`config.mk`:
```
export PLATFORM = sky130hd
export DESIGN_NAME = alu_seq_flat
export DESIGN_NICKNAME = d
export VERILOG_FILES = /design/src/rtl/alu_seq_if.sv /design/src/rtl/alu_seq.sv /design/src/flat_wrapper.sv
export SDC_FILE = /design/constraint.sdc
export NUM_CORES = 1
export LEC_CHECK = 0
export BUFFER_PORTS_ARGS = -buffer_cell sky130_fd_sc_hd__buf_4
export CORE_MARGIN = 2
export CORE_UTILIZATION = 30
export CTS_CLUSTER_DIAMETER = 30
export DETAILED_ROUTE_END_ITERATION = 12
export PLACE_DENSITY = 0.54
export SYNTH_ARGS = -nofsm -noshare
export SYNTH_HDL_FRONTEND = slang
export SYNTH_SLANG_ARGS = --single-unit
```
`constraint.sdc`:
```
create_clock -name clk -period 3.3 [get_ports clk]
set_input_delay 0.495 -clock clk [delete_from_list [all_inputs] [get_ports clk]]
set_output_delay 0.495 -clock clk [all_outputs]
set_load 0.005 [all_outputs]
```
`src/rtl/alu_seq_if.sv`:
```
// alu_seq_if: request/response handshake bundle for the multi-cycle ALU
interface alu_seq_if #(parameter int WIDTH = 8);
    logic                 in_valid;
    logic                 in_ready;
    logic [1:0]           op;
    logic [WIDTH-1:0]     a;
    logic [WIDTH-1:0]     b;
    logic                 out_valid;
    logic                 out_ready;
    logic [2*WIDTH-1:0]   result;
    logic                 zero;
    logic                 div_by_zero;
    modport master (
        output in_valid, op, a, b, out_ready,
        input  in_ready, out_valid, result, zero, div_by_zero
    );
    modport slave (
        input  in_valid, op, a, b, out_ready,
        output in_ready, out_valid, result, zero, div_by_zero
    );
endinterface

```
`src/rtl/alu_seq.sv`:
```
// alu_seq: multi-cycle ALU with shift-add multiply and restoring divide
module alu_seq #(
    parameter int WIDTH = 8
) (
    input  logic       clk,
    input  logic       rst_n,
    alu_seq_if.slave   bus
);
    localparam int CW = $clog2(WIDTH + 1);
    typedef enum logic [1:0] {IDLE, MUL, DIV, DONE} state_t;
    state_t               state, state_nx;
    logic [CW-1:0]        cnt;
    logic [2*WIDTH-1:0]   acc, mcand, res;
    logic [WIDTH-1:0]     mplier, quo, rem, dvsr;
    logic                 dbz;
    logic                 accept;
    logic [WIDTH:0]       shifted, diff;
    assign accept  = bus.in_valid && (state == IDLE);
    assign shifted = {rem, quo[WIDTH-1]};
    assign diff    = shifted - {1'b0, dvsr};
    assign bus.in_ready    = (state == IDLE);
    assign bus.out_valid   = (state == DONE);
    assign bus.result      = res;
    assign bus.zero        = (state == DONE) && (res == '0);
    assign bus.div_by_zero = (state == DONE) && dbz;
    // state register
    always_ff @(posedge clk or negedge rst_n) begin
        if (!rst_n) state <= IDLE;
        else        state <= state_nx;
    end
    // next-state: single-cycle ops and divide-by-zero skip straight to DONE
    always_comb begin
        state_nx = state;
        case (state)
            IDLE: if (accept) state_nx = !bus.op[1] ? DONE :
                                         !bus.op[0] ? MUL :
                                         (bus.b == '0) ? DONE : DIV;
            MUL:  if (cnt == '0) state_nx = DONE;
            DIV:  if (cnt == '0) state_nx = DONE;
            DONE: if (bus.out_ready) state_nx = IDLE;
        endcase
    end
    // datapath: operand capture, one multiply/divide step per cycle, result load
    always_ff @(posedge clk or negedge rst_n) begin
        if (!rst_n) begin
            cnt    <= '0;
            acc    <= '0;
            mcand  <= '0;
            mplier <= '0;
            quo    <= '0;
            rem    <= '0;
            dvsr   <= '0;
            res    <= '0;
            dbz    <= 1'b0;
        end else begin
            case (state)
                IDLE: if (accept) begin
                    cnt    <= CW'(WIDTH);
                    acc    <= '0;
                    mcand  <= {{WIDTH{1'b0}}, bus.a};
                    mplier <= bus.b;
                    quo    <= bus.a;
                    rem    <= '0;
                    dvsr   <= bus.b;
                    if (!bus.op[1]) begin
                        res <= bus.op[0] ? {{WIDTH{1'b0}}, bus.a} - {{WIDTH{1'b0}}, bus.b}
                                         : {{WIDTH{1'b0}}, bus.a} + {{WIDTH{1'b0}}, bus.b};
                        dbz <= 1'b0;
                    end else if (bus.op[0] && bus.b == '0) begin
                        res <= {bus.a, {WIDTH{1'b1}}};
                        dbz <= 1'b1;
                    end
                end
                MUL: if (cnt == '0) begin
                    res <= acc;
                    dbz <= 1'b0;
                end else begin
                    acc    <= mplier[0] ? acc + mcand : acc;
                    mcand  <= mcand << 1;
                    mplier <= mplier >> 1;
                    cnt    <= cnt - 1'b1;
                end
                DIV: if (cnt == '0) begin
                    res <= {rem, quo};
                    dbz <= 1'b0;
                end else begin
                    rem <= diff[WIDTH] ? shifted[WIDTH-1:0] : diff[WIDTH-1:0];
                    quo <= {quo[WIDTH-2:0], ~diff[WIDTH]};
                    cnt <= cnt - 1'b1;
                end
                DONE: ;
            endcase
        end
    end
endmodule
```
`src/flat_wrapper.sv`:
```
// flat-port wrapper written by rule: the top's interface ports become plain ports
module alu_seq_flat 
#(
    parameter int WIDTH = 8
)
  (clk, rst_n, bus_in_valid, bus_op, bus_a, bus_b, bus_out_ready, bus_in_ready, bus_out_valid, bus_result, bus_zero, bus_div_by_zero);
  alu_seq_if #(.WIDTH(WIDTH)) bus_i ();
  input  logic clk;
  input  logic rst_n;
  input wire logic [$bits(bus_i.in_valid)-1:0] bus_in_valid;
  input wire logic [$bits(bus_i.op)-1:0] bus_op;
  input wire logic [$bits(bus_i.a)-1:0] bus_a;
  input wire logic [$bits(bus_i.b)-1:0] bus_b;
  input wire logic [$bits(bus_i.out_ready)-1:0] bus_out_ready;
  output wire logic [$bits(bus_i.in_ready)-1:0] bus_in_ready;
  output wire logic [$bits(bus_i.out_valid)-1:0] bus_out_valid;
  output wire logic [$bits(bus_i.result)-1:0] bus_result;
  output wire logic [$bits(bus_i.zero)-1:0] bus_zero;
  output wire logic [$bits(bus_i.div_by_zero)-1:0] bus_div_by_zero;
  assign bus_i.in_valid = bus_in_valid;
  assign bus_i.op = bus_op;
  assign bus_i.a = bus_a;
  assign bus_i.b = bus_b;
  assign bus_i.out_ready = bus_out_ready;
  assign bus_in_ready = bus_i.in_ready;
  assign bus_out_valid = bus_i.out_valid;
  assign bus_result = bus_i.result;
  assign bus_zero = bus_i.zero;
  assign bus_div_by_zero = bus_i.div_by_zero;
  alu_seq #(.WIDTH(WIDTH)) u_core (.clk(clk), .rst_n(rst_n), .bus(bus_i));
endmodule
```
After elaboration in Yosys (flattened, before gate mapping)
Cells that the tools add are included.
Storage, ports and cells
  output and inout bits: 20
  memories kept: 0
  memory bits (writable): 0
  ROM bits: 0
  bits in latches: 0
  register bits: 87
  word-level logic and storage cells: 89
Cells by class
  eq/ne operators: 13
  bitwise logic cells: 1
  divide/modulo/power cells: 0
  add/sub/neg operators: 5
  reductions and logical operators: 21
  mux-type cells: 39
  magnitude comparators: 0
  shift-type cells: 0
  multipliers: 0
Operators with widths (number)
  two-way mux 16 bit: 11
  case mux 16 bit (2 select lines): 2
  two-way mux 8 bit: 7
  case mux 16 bit (3 select lines): 1
  case mux 8 bit (2 select lines): 3
  adder 16 bit: 1
  zero test 16 bit: 1
  AND reduction 3 bit: 4
  two-way mux 2 bit: 5
  != test 2 x 1 -> 1 bit (second input constant): 5
  adder 8 x 8 -> 9 bit: 1
  subtractor 8 x 8 -> 9 bit: 1
  subtractor 9 x 8 -> 9 bit: 1
  zero test 8 bit: 1
  two-way mux 4 bit: 2
  != test 2 bit (second input constant): 4
  case mux 4 bit (2 select lines): 1
  AND reduction 4 bit: 2
  case mux 2 bit (3 select lines): 1
  nonzero test 2 bit: 3
  two-way mux 1 bit: 5
  AND reduction 5 bit: 1
  equality test 2 bit (second input constant): 2
  logical AND 1 bit: 4
  10 further kinds: 10

Depth between registers and ports, before layout
Gate-level depths: netlist of run 1.
  word-level depth: 6
  gate-level depth with buffers: 11
  gate-level depth less buffers: 11

Worst setup path after synthesis of run 1
OpenSTA, ideal clock, no wires.
  kind: input to register
  start point: input port bus_a[0]
  end point: register u_core.res[8], in the netlist u_core.bus.result[8]
  arrival time: 2284 ps
  stages: 10
  buffers on the path: 0
  setup time: 143 ps
  setup slack: 873 ps
  cells stage by stage: inv_1 > ha_1 > fa_1 > inv_1 > a21oi_1 > o21ai_0 > a31oi_1 > or2_2 > a2111oi_0 > o22ai_1
Between the ends
  word-level cells in the longest chain between the ends: 5
  elaborated cells on any way between the ends: 7
  those cells by class: add/sub (2); mux (5)
RTL lines
  start: declaration: line flat_wrapper.sv:12  | input wire logic [$bits(bus_i.a)-1:0] bus_a;
  adder 8 x 8 -> 9 bit / subtractor 8 x 8 -> 9 bit (equally long branches): line alu_seq.sv:67, alu_seq.sv:66
  two-way mux 16 bit: line alu_seq.sv:66  | res <= bus.op[0] ? {{WIDTH{1'b0}}, bus.a} - {{WIDTH{1'b0}}, bus.b}
  two-way mux 16 bit *: line alu_seq.sv:65  | if (!bus.op[1]) begin
  two-way mux 16 bit *: line alu_seq.sv:57  | IDLE: if (accept) begin
  case mux 16 bit (3 select lines) *: line alu_seq.sv:56  | case (state)
  end signal: assignment: line alu_seq.sv:66
  end signal: assignment: line alu_seq.sv:70  | res <= {bus.a, {WIDTH{1'b1}}};
  end signal: assignment: line alu_seq.sv:84  | res <= {rem, quo};
  end: declaration: line alu_seq.sv:13  | logic [2*WIDTH-1:0] acc, mcand, res;
Every way passes the cells marked *; elsewhere a longest branch is shown, timed or not. The select of a mux whose other input is x is not followed.
A chain may end at the register's enable or synchronous reset.

Worst setup path in the final report of run 1
  start point: register u_core.state[0]
  end point: register u_core.res[5], in the netlist u_core.bus.result[5]
Between the ends
  word-level cells in the longest chain between the ends: 4
  elaborated cells on any way between the ends: 11
  those cells by class: eq/ne (6); mux (1); reduce/logical (4)
RTL lines
  start: declaration: line alu_seq.sv:11  | state_t state, state_nx;
  start signal: assignment: line alu_seq.sv:29  | else state <= state_nx;
  zero test 2 bit: line alu_seq.sv:18, alu_seq.sv:56
  logical AND 1 bit: line alu_seq.sv:18  | assign accept = bus.in_valid && (state == IDLE);
  != test 2 x 1 -> 1 bit (no line)
  AND reduction 5 bit (no line)
Several ways; a longest one is shown, not always the timed one.

==> results of run 1 <==
[sequential cells by signal, summed over array words and instances (netlist names)]
register / flops
u_core.acc: 16
u_core.bus.result: 16
u_core.mcand: 16
u_core.dvsr: 8
u_core.mplier: 8
u_core.quo: 8
u_core.rem: 8
u_core.cnt: 4
u_core.state: 2
u_core.dbz: 1
[cells in the final DEF, fill, tap and decap left out, types with 7 or more instances in the layout]
| cell type | Yosys | layout |
|---|---|---|
| mux2_2 | 7 | 7 |
| nand3_1 | 15 | 15 |
| nand2_1 | 87 | 87 |
| a21oi_1 | 20 | 20 |
| a22o_1 | 19 | 19 |
| a22oi_1 | 16 | 16 |
| clkbuf_16 | 0 | 9 |
| dfrtp_1 | 87 | 87 |
| nor2b_1 | 12 | 12 |
| mux2i_1 | 32 | 32 |
| a31oi_1 | 8 | 8 |
| o31ai_1 | 10 | 10 |
| nor4_1 | 9 | 9 |
| xnor2_1 | 14 | 14 |
| buf_4 | 2 | 50 |
| o21ai_1 | 9 | 9 |
| nor2_1 | 24 | 24 |
| o21ai_0 | 51 | 51 |
| inv_1 | 39 | 39 |
| a21o_1 | 8 | 8 |
| ha_1 | 46 | 45 |
| xor2_1 | 7 | 7 |
[power groups by stage]
stage | clock [W] | sequential (W) | combinational (W)
global placement | 0 | 0.00184 | 0.00353
finish | 0.00102 | 0.00184 | 0.00362
global route | 0.00108 | 0.00190 | 0.00404
floorplan | 0 | 0.00175 | 0.00267
detailed placement | 0 | 0.00186 | 0.00363
CTS | 0.00105 | 0.00184 | 0.00364
[final cells by class]
type,instances,area [um2]
clock buffer,11,253
clock inverter,5,40.0
fill,1987,12600
inverter,40,150
multi-input combinational,476,3420
sequential,87,2180
tap,265,332
timing repair buffer,50,375
[path summary, 6_finish.rpt]
check	startpoint	to	slack (ps)	cells past startpoint
setup / recovery	u_core.state[0]	u_core.bus.result[5]	530	9
hold / removal	rst_n	u_core.dbz	180	1
setup reg to reg	u_core.state[0]	u_core.bus.result[5]	530	9
hold reg to reg	u_core.mplier[3]	u_core.mplier[3]	470	2
max in group asynchronous	rst_n	u_core.acc[2]	2350	2
min in group clk	bus_b[0]	u_core.dvsr[0]	440	2
[per-stage QoR]
step | instances | hold WS (ps) | total power, W | utilization
CTS | 934 | 227 | 0.00653 | 0.349
detailed placement | 918 | 471 | 0.00548 | 0.334
finish | 934 | 183 | 0.00647 | 0.349
global route | 934 | 235 | 0.00702 | 0.349
global placement | 918 | 461 | 0.00538 | 0.334
floorplan | 629 | 199 | 0.00442 | -
[layer usage]
metal / global-route usage / vias to the layer above
met5: 0 / -
met4: 0.0588 / 0
met3: 0.0267 / 22
met2: 0.270 / 126
met1: 0.231 / 2407
li1: - / 2347
[logic make-up after synthesis]
logic type | count (synthesis) | synth area share
adders and majority gates | 50 | 0.112
xor gates and xnor gates | 22 | 0.0360
DFF | 87 | 0.371
buffers and inverters | 66 | 0.0469
AOI/OAI and AO/OA | 195 | 0.231
muxes | 39 | 0.0680
and+or+nand+nor | 170 | 0.135
[worst max-delay path: cells and delay by family (launching register included)]
family,cells,cell delay (ps)
compound gates,3,520
flops,1,390
buf+inv,2,410
fa+ha+maj,1,330
simple gates,3,960
==> flow_summary.json, run 1 <==
{
  "grt_max_degree": 53,
  "antenna_found_initial": 0,
  "synth_edf_count": 0,
  "yosysTopAreaCellShare": 0.371,
  "cp-start-kind": "flop",
  "timing.clock.skew_ps": 10.2,
  "switching_power_w": 0.00297,
  "grt_pass1_vias": 4821,
  "start_util": 0.304,
  "hold_class": "in -> async",
  "wl_met1_um": 7930,
  "wirelength_um": 16800,
  "dp_hpwl_um": 12900,
  "slew_viol_final": 0,
  "syn_inst": 629,
  "cts_buffers": 9,
  "cpMostUsedCell": "o21ai_0",
  "min_period_ps": 2770,
  "cts_resized": 0,
  "die_height_um": 144,
  "finalCritPeriodShare": 0.840,
  "max_stage_delay_ps": 650,
  "place_congestion": 0.891,
  "synth-seq-cells": 87,
  "clockBufferDepth": 2,
  "cts_setup_buffers": 0,
  "final_nets": 736,
  "htreeDepth": 3,
  "ir_drop_uv": 396,
  "p_clk_frac": 0.157,
  "port-buffer-count": 41,
  "cap_violations": 0,
  "synth_area_leader_cell": "dfrtp_1",
  "track_usage": 0.169,
  "p_int_w": 0.00351,
  "grt_overflow_total": 0,
  "cp_max_fo": 15,
  "cp.required_ps": 3500,
  "fp-row-count": 51,
  "clock_sinks": 87,
  "ctsHoldBuffers": 0,
  "leakage_nw": 3.10,
  "antenna_left": 0,
  "syn_nets": 701,
  "finalSetupViolCount": 0,
  "avgSynthCellArea_um2": 9.33,
  "highest_layer": "met4",
  "die_area_mm2": 0.0207,
  "synth.top_cells.by_area": "dfrtp_1 37%, ha_1 9.8%, nand2_1 5.6%",
  "relSlewSlack": 0.354,
  "drive_above_1_share": 0.133,
  "drt_pass1_iterations": 5,
  "io_pins": 42,
  "critPathKind": "reg -> reg",
  "synth.distinct_cells": 69,
  "pwr-share-comb": 0.559,
  "die_w_um": 144,
  "yosys_warnings": 0,
  "end_kind": "flop",
  "timing.final.ws_setup_ps": 529,
  "wl_met3_um": 645,
  "met2_length_um": 7870,
  "cp_slowest_cell": "nor3_4",
  "route.detailed.drc": 0,
  "cts_tree": "built",
  "synth-async-reset-ratio": 1.00,
  "drt-vias-per-instance": 5.25,
  "syn_to_final_growth_pct": 14.9,
  "rsz0062_at_grt": "no",
  "vias": 4902,
  "netlist_top_cells_count": "87 x dfrtp_1, 87 x nand2_1, 51 x o21ai_0, 46 x ha_1, 39 x inv_1",
  "avgRoutedWirePerCell_um": 18.0,
  "dp_slack_ps": 491,
  "cts_root_buffer": "clkbuf_16",
  "timing.fmax_ghz": 0.361,
  "drt_iter0_drc": 259,
  "ys.flop_type": "dfrtp_1",
  "clkTransAtPathRegs_ps": 70,
  "pwr-share-seq": 0.284,
  "hold_violations": 0,
  "synth_seq_area_share": 0.371,
  "power_density_mw_per_mm2": 959,
  "swShare": 0.458,
  "placed_area_mm2": 0.00645,
  "worst_slew_pin_slew_ps": 958,
  "fin_area_mm2": 0.00675,
  "crit_chain": "inv_1 -> ha_1 -> nand2b_1 -> o21ai_0 -> nor3_4 -> buf_4 -> nand3_1 -> o21ai_0 -> a31oi_1",
  "setup_tns_ps": 0,
  "clk_latency_ps": 350,
  "outcome": "complete, no violations",
  "num_antenna_cells": 0,
  "syn_area_mm2": 0.00587,
  "coreArea_mm2": 0.0193,
  "worst_ep_arrival_time_ps": 2970,
  "grt_pass1_wl_um": 26600
}
Note: power is estimated with default switching activity, not from simulation.
==> run 2: changes to the inputs <==
--- a/config.mk
+++ b/config.mk
@@ -5,6 +5,7 @@
 export SDC_FILE = /design/constraint.sdc
 export NUM_CORES = 1
 export LEC_CHECK = 0
+export ABC_AREA = 1
 export BUFFER_PORTS_ARGS = -buffer_cell sky130_fd_sc_hd__buf_4
 export CORE_MARGIN = 2
 export CORE_UTILIZATION = 30
==> constraint.sdc (replaced) <==
create_clock -name clk -period 2.55 [get_ports clk]
set_input_delay 0.3825 -clock clk [delete_from_list [all_inputs] [get_ports clk]]
set_output_delay 0.3825 -clock clk [all_outputs]
set_load 0.005 [all_outputs]
==> run 2 against run 1 <==
Effect of this change: global-route usage rose by 0.34 points; critical endpoint is now u_core.rem[1]; die area is 3.2% higher; fmax is 21% higher; design area is 4.1% higher; hold slack improved by 120 ps.
==> flow_summary.json, run 2 <==
{
  "outcome": "complete, no violations",
  "hold_path_depth": 3,
  "rsz0062_at_grt": "no",
  "leakage_nw": 3.51,
  "cap_violations": 0,
  "synthAdderAreaFrac": 0.108,
  "synth_top_family_by_area": "simple AND/OR/NAND/NOR gates",
  "cp-start-kind": "flop",
  "drt_iter0_drc": 452,
  "rrSetupSlack_ps": 250,
  "cp_max_fo": 11,
  "syn_area_mm2": 0.00606,
  "rr_worst_depth": 12,
  "final_nets": 962,
  "avgSynthCellArea_um2": 7.12,
  "hold_class": "in -> reg",
  "cpMostUsedCell": "nand2_1",
  "antenna_found_initial": 0,
  "ys.flop_type": "dfrtp_1",
  "yosysTopAreaCellShare": 0.359,
  "avgRoutedWirePerCell_um": 15.1,
  "layout_common_cells": "243 x nand2_1, 101 x inv_1, 87 x dfrtp_1, 70 x nor2_1, 67 x o21ai_0",
  "timing.clock.skew_ps": 8.30,
  "switching_power_w": 0.00412,
  "drt-vias-per-instance": 4.83,
  "synth_edf_count": 0,
  "cp.required_ps": 2770,
  "yosys_warnings": 0,
  "coreArea_mm2": 0.0197,
  "worst_slew_pin_slew_ps": 549,
  "r2r-start": "u_core.quo[7]",
  "setup_tns_ps": 0,
  "clock_sinks": 87,
  "final_common_cell": "nand2_1",
  "netlist_top_cells_count": "244 x nand2_1, 101 x inv_1, 87 x dfrtp_1, 70 x nor2_1, 67 x o21ai_0",
  "timing.fmax_ghz": 0.435,
  "cp_slowest_cell": "fa_1",
  "hp-start": "bus_b[4]",
  "swShare": 0.476,
  "cts_setup_buffers": 0,
  "p_clk_frac": 0.172,
  "hold_violations": 0,
  "power_density_mw_per_mm2": 1230,
  "grt_pass1_wl_um": 29200,
  "io_pins": 42,
  "grt_pass1_vias": 5462,
  "crit_chain": "inv_1 -> ha_1 -> inv_1 -> fa_1 -> nand3_1 -> nand2_1 -> nand2_1 -> nand2_1 -> nand2_1 -> nand2_2 -> o21ai_0 -> o21ai_0",
  "grt_overflow_total": 0,
  "synth.top_cells.by_area": "dfrtp_1 36%, nand2_1 15%, ha_1 9.5%",
  "clkTransAtPathRegs_ps": 70,
  "syn_nets": 924,
  "synth-seq-cells": 87,
  "fp-row-count": 51,
  "final-instance-count-excl-fill": 1160,
  "vias": 5598,
  "route.detailed.drc": 0,
  "synth_area_leader_cell": "dfrtp_1",
  "cts_root_buffer": "clkbuf_16",
  "pwr-share-comb": 0.559,
  "cts_buffers": 9,
  "worst_ep_arrival_time_ps": 2520,
  "wirelength_um": 17500,
  "relSlewSlack": 0.633,
  "drive_above_1_share": 0.0939,
  "pwr-share-seq": 0.268,
  "finalCritPeriodShare": 0.901,
  "num_antenna_cells": 0,
  "die_area_mm2": 0.0214,
  "critPathKind": "reg -> reg",
  "start_util": 0.308,
  "dp.cells": 1143,
  "reg2reg_to": "u_core.rem[1]",
  "clockBufferDepth": 2,
  "die_height_um": 146,
  "synthSimpleGateAreaFrac": 0.271,
  "antenna_left": 0,
  "dp_hpwl_um": 13400,
  "synthXorXnorAreaFrac": 0.0130,
  "synth-async-reset-ratio": 1.00,
  "place_congestion": 0.865,
  "holdPathEnd": "u_core.mplier[4]",
  "grt_max_degree": 66,
  "ir_drop_uv": 495,
  "port-buffer-count": 41,
  "track_usage": 0.172,
  "synth.distinct_cells": 43,
  "synth_seq_area_share": 0.359,
  "muxShareOfSynthArea": 0,
  "drt_pass1_iterations": 5,
  "p_int_w": 0.00453,
  "min_period_ps": 2300,
  "cts_tree": "built",
  "synth.most_common_cell": "nand2_1",
  "syn_inst": 852,
  "end_kind": "flop",
  "finalSetupViolCount": 0,
  "syn_to_final_growth_pct": 15.9,
  "die_w_um": 146,
  "clk_latency_ps": 360,
  "htreeDepth": 3,
  "max_stage_delay_ps": 400,
  "slew_viol_final": 0,
  "synth_compound_area_frac": 0.162
}
[run 2: cells by family after synthesis]
logic type | after synthesis
simple gates | 399
fa+ha+maj | 50
xor+xnor | 9
buf+inv | 133
compound gates | 174
flops | 87
[run 2: repair_timing]
action | in CTS | in global routing
endpoints found under the setup margin | 0 | 7
endpoints found under the hold margin | 22 | 0
hold buffers | 1 | 0
gates resized for setup | 0 | 1
[run 2: how the worst max path moves through the flow]
stage | from | to | slack, ps | depth (start not counted)
2_1_floorplan | u_core.quo[7] | u_core.rem[7] | 570 | 13
3_3_place_gp | u_core.quo[7] | u_core.rem[7] | 130 | 12
3_5_place_dp | u_core.quo[7] | u_core.rem[7] | 180 | 12
4_1_cts | u_core.quo[7] | u_core.rem[7] | 150 | 12
5_1_grt | u_core.quo[7] | u_core.rem[7] | 40 | 13
6_report | u_core.quo[7] | u_core.rem[1] | 250 | 12
[run 2: per-stage QoR]
stage / setup slack (ps) / hold WS, ps / power, W / area, um2 / util
floorplan: 570 / 86.9 / 0.00575 / 6060 / -
detailed placement: 183 / 305 / 0.00715 / 6680 / 0.340
global placement: 132 / 305 / 0.00714 / 6680 / 0.340
CTS: 147 / 306 / 0.00868 / 7020 / 0.357
finish: 253 / 304 / 0.00865 / 7020 / 0.357
global route: 37.0 / 313 / 0.00953 / 7020 / 0.357
[run 2: final cells by class]
cell class / instances / area (um2)
multi-input combinational: 632 / 3370
clock buffer: 9 / 225
timing repair buffer: 54 / 420
sequential: 87 / 2180
inverter: 106 / 398
clock inverter: 7 / 105
tap: 265 / 332
fill: 2160 / 12600
[run 2: critical path: cells and delay by family (launching register included)]
kind	cells	cell delay [ps]
DFF	1	370
and+or+nand+nor	6	770
adders and majority gates	2	550
buffers and inverters	2	160
AOI/OAI and AO/OA	2	300
[run 2: power by group through the flow]
stage	logic [W]	clock network [W]	registers, W
6_report	0.00484	0.00149	0.00232
5_1_grt	0.00555	0.00159	0.00240
4_1_cts	0.00484	0.00152	0.00232
3_5_place_dp	0.00481	0	0.00234
3_3_place_gp	0.00480	0	0.00234
2_1_floorplan	0.00350	0	0.00225
[run 2: routing by layer]
metal | global-route usage | share of wire | vias to the layer above
met3 | 0.0247 | 0.035 | 12
met4 | 0.0505 | 0.014 | 0
li1 | - | - | 2885
met5 | 0 | 0 | -
met1 | 0.241 | 0.49 | 2599
met2 | 0.277 | 0.46 | 102
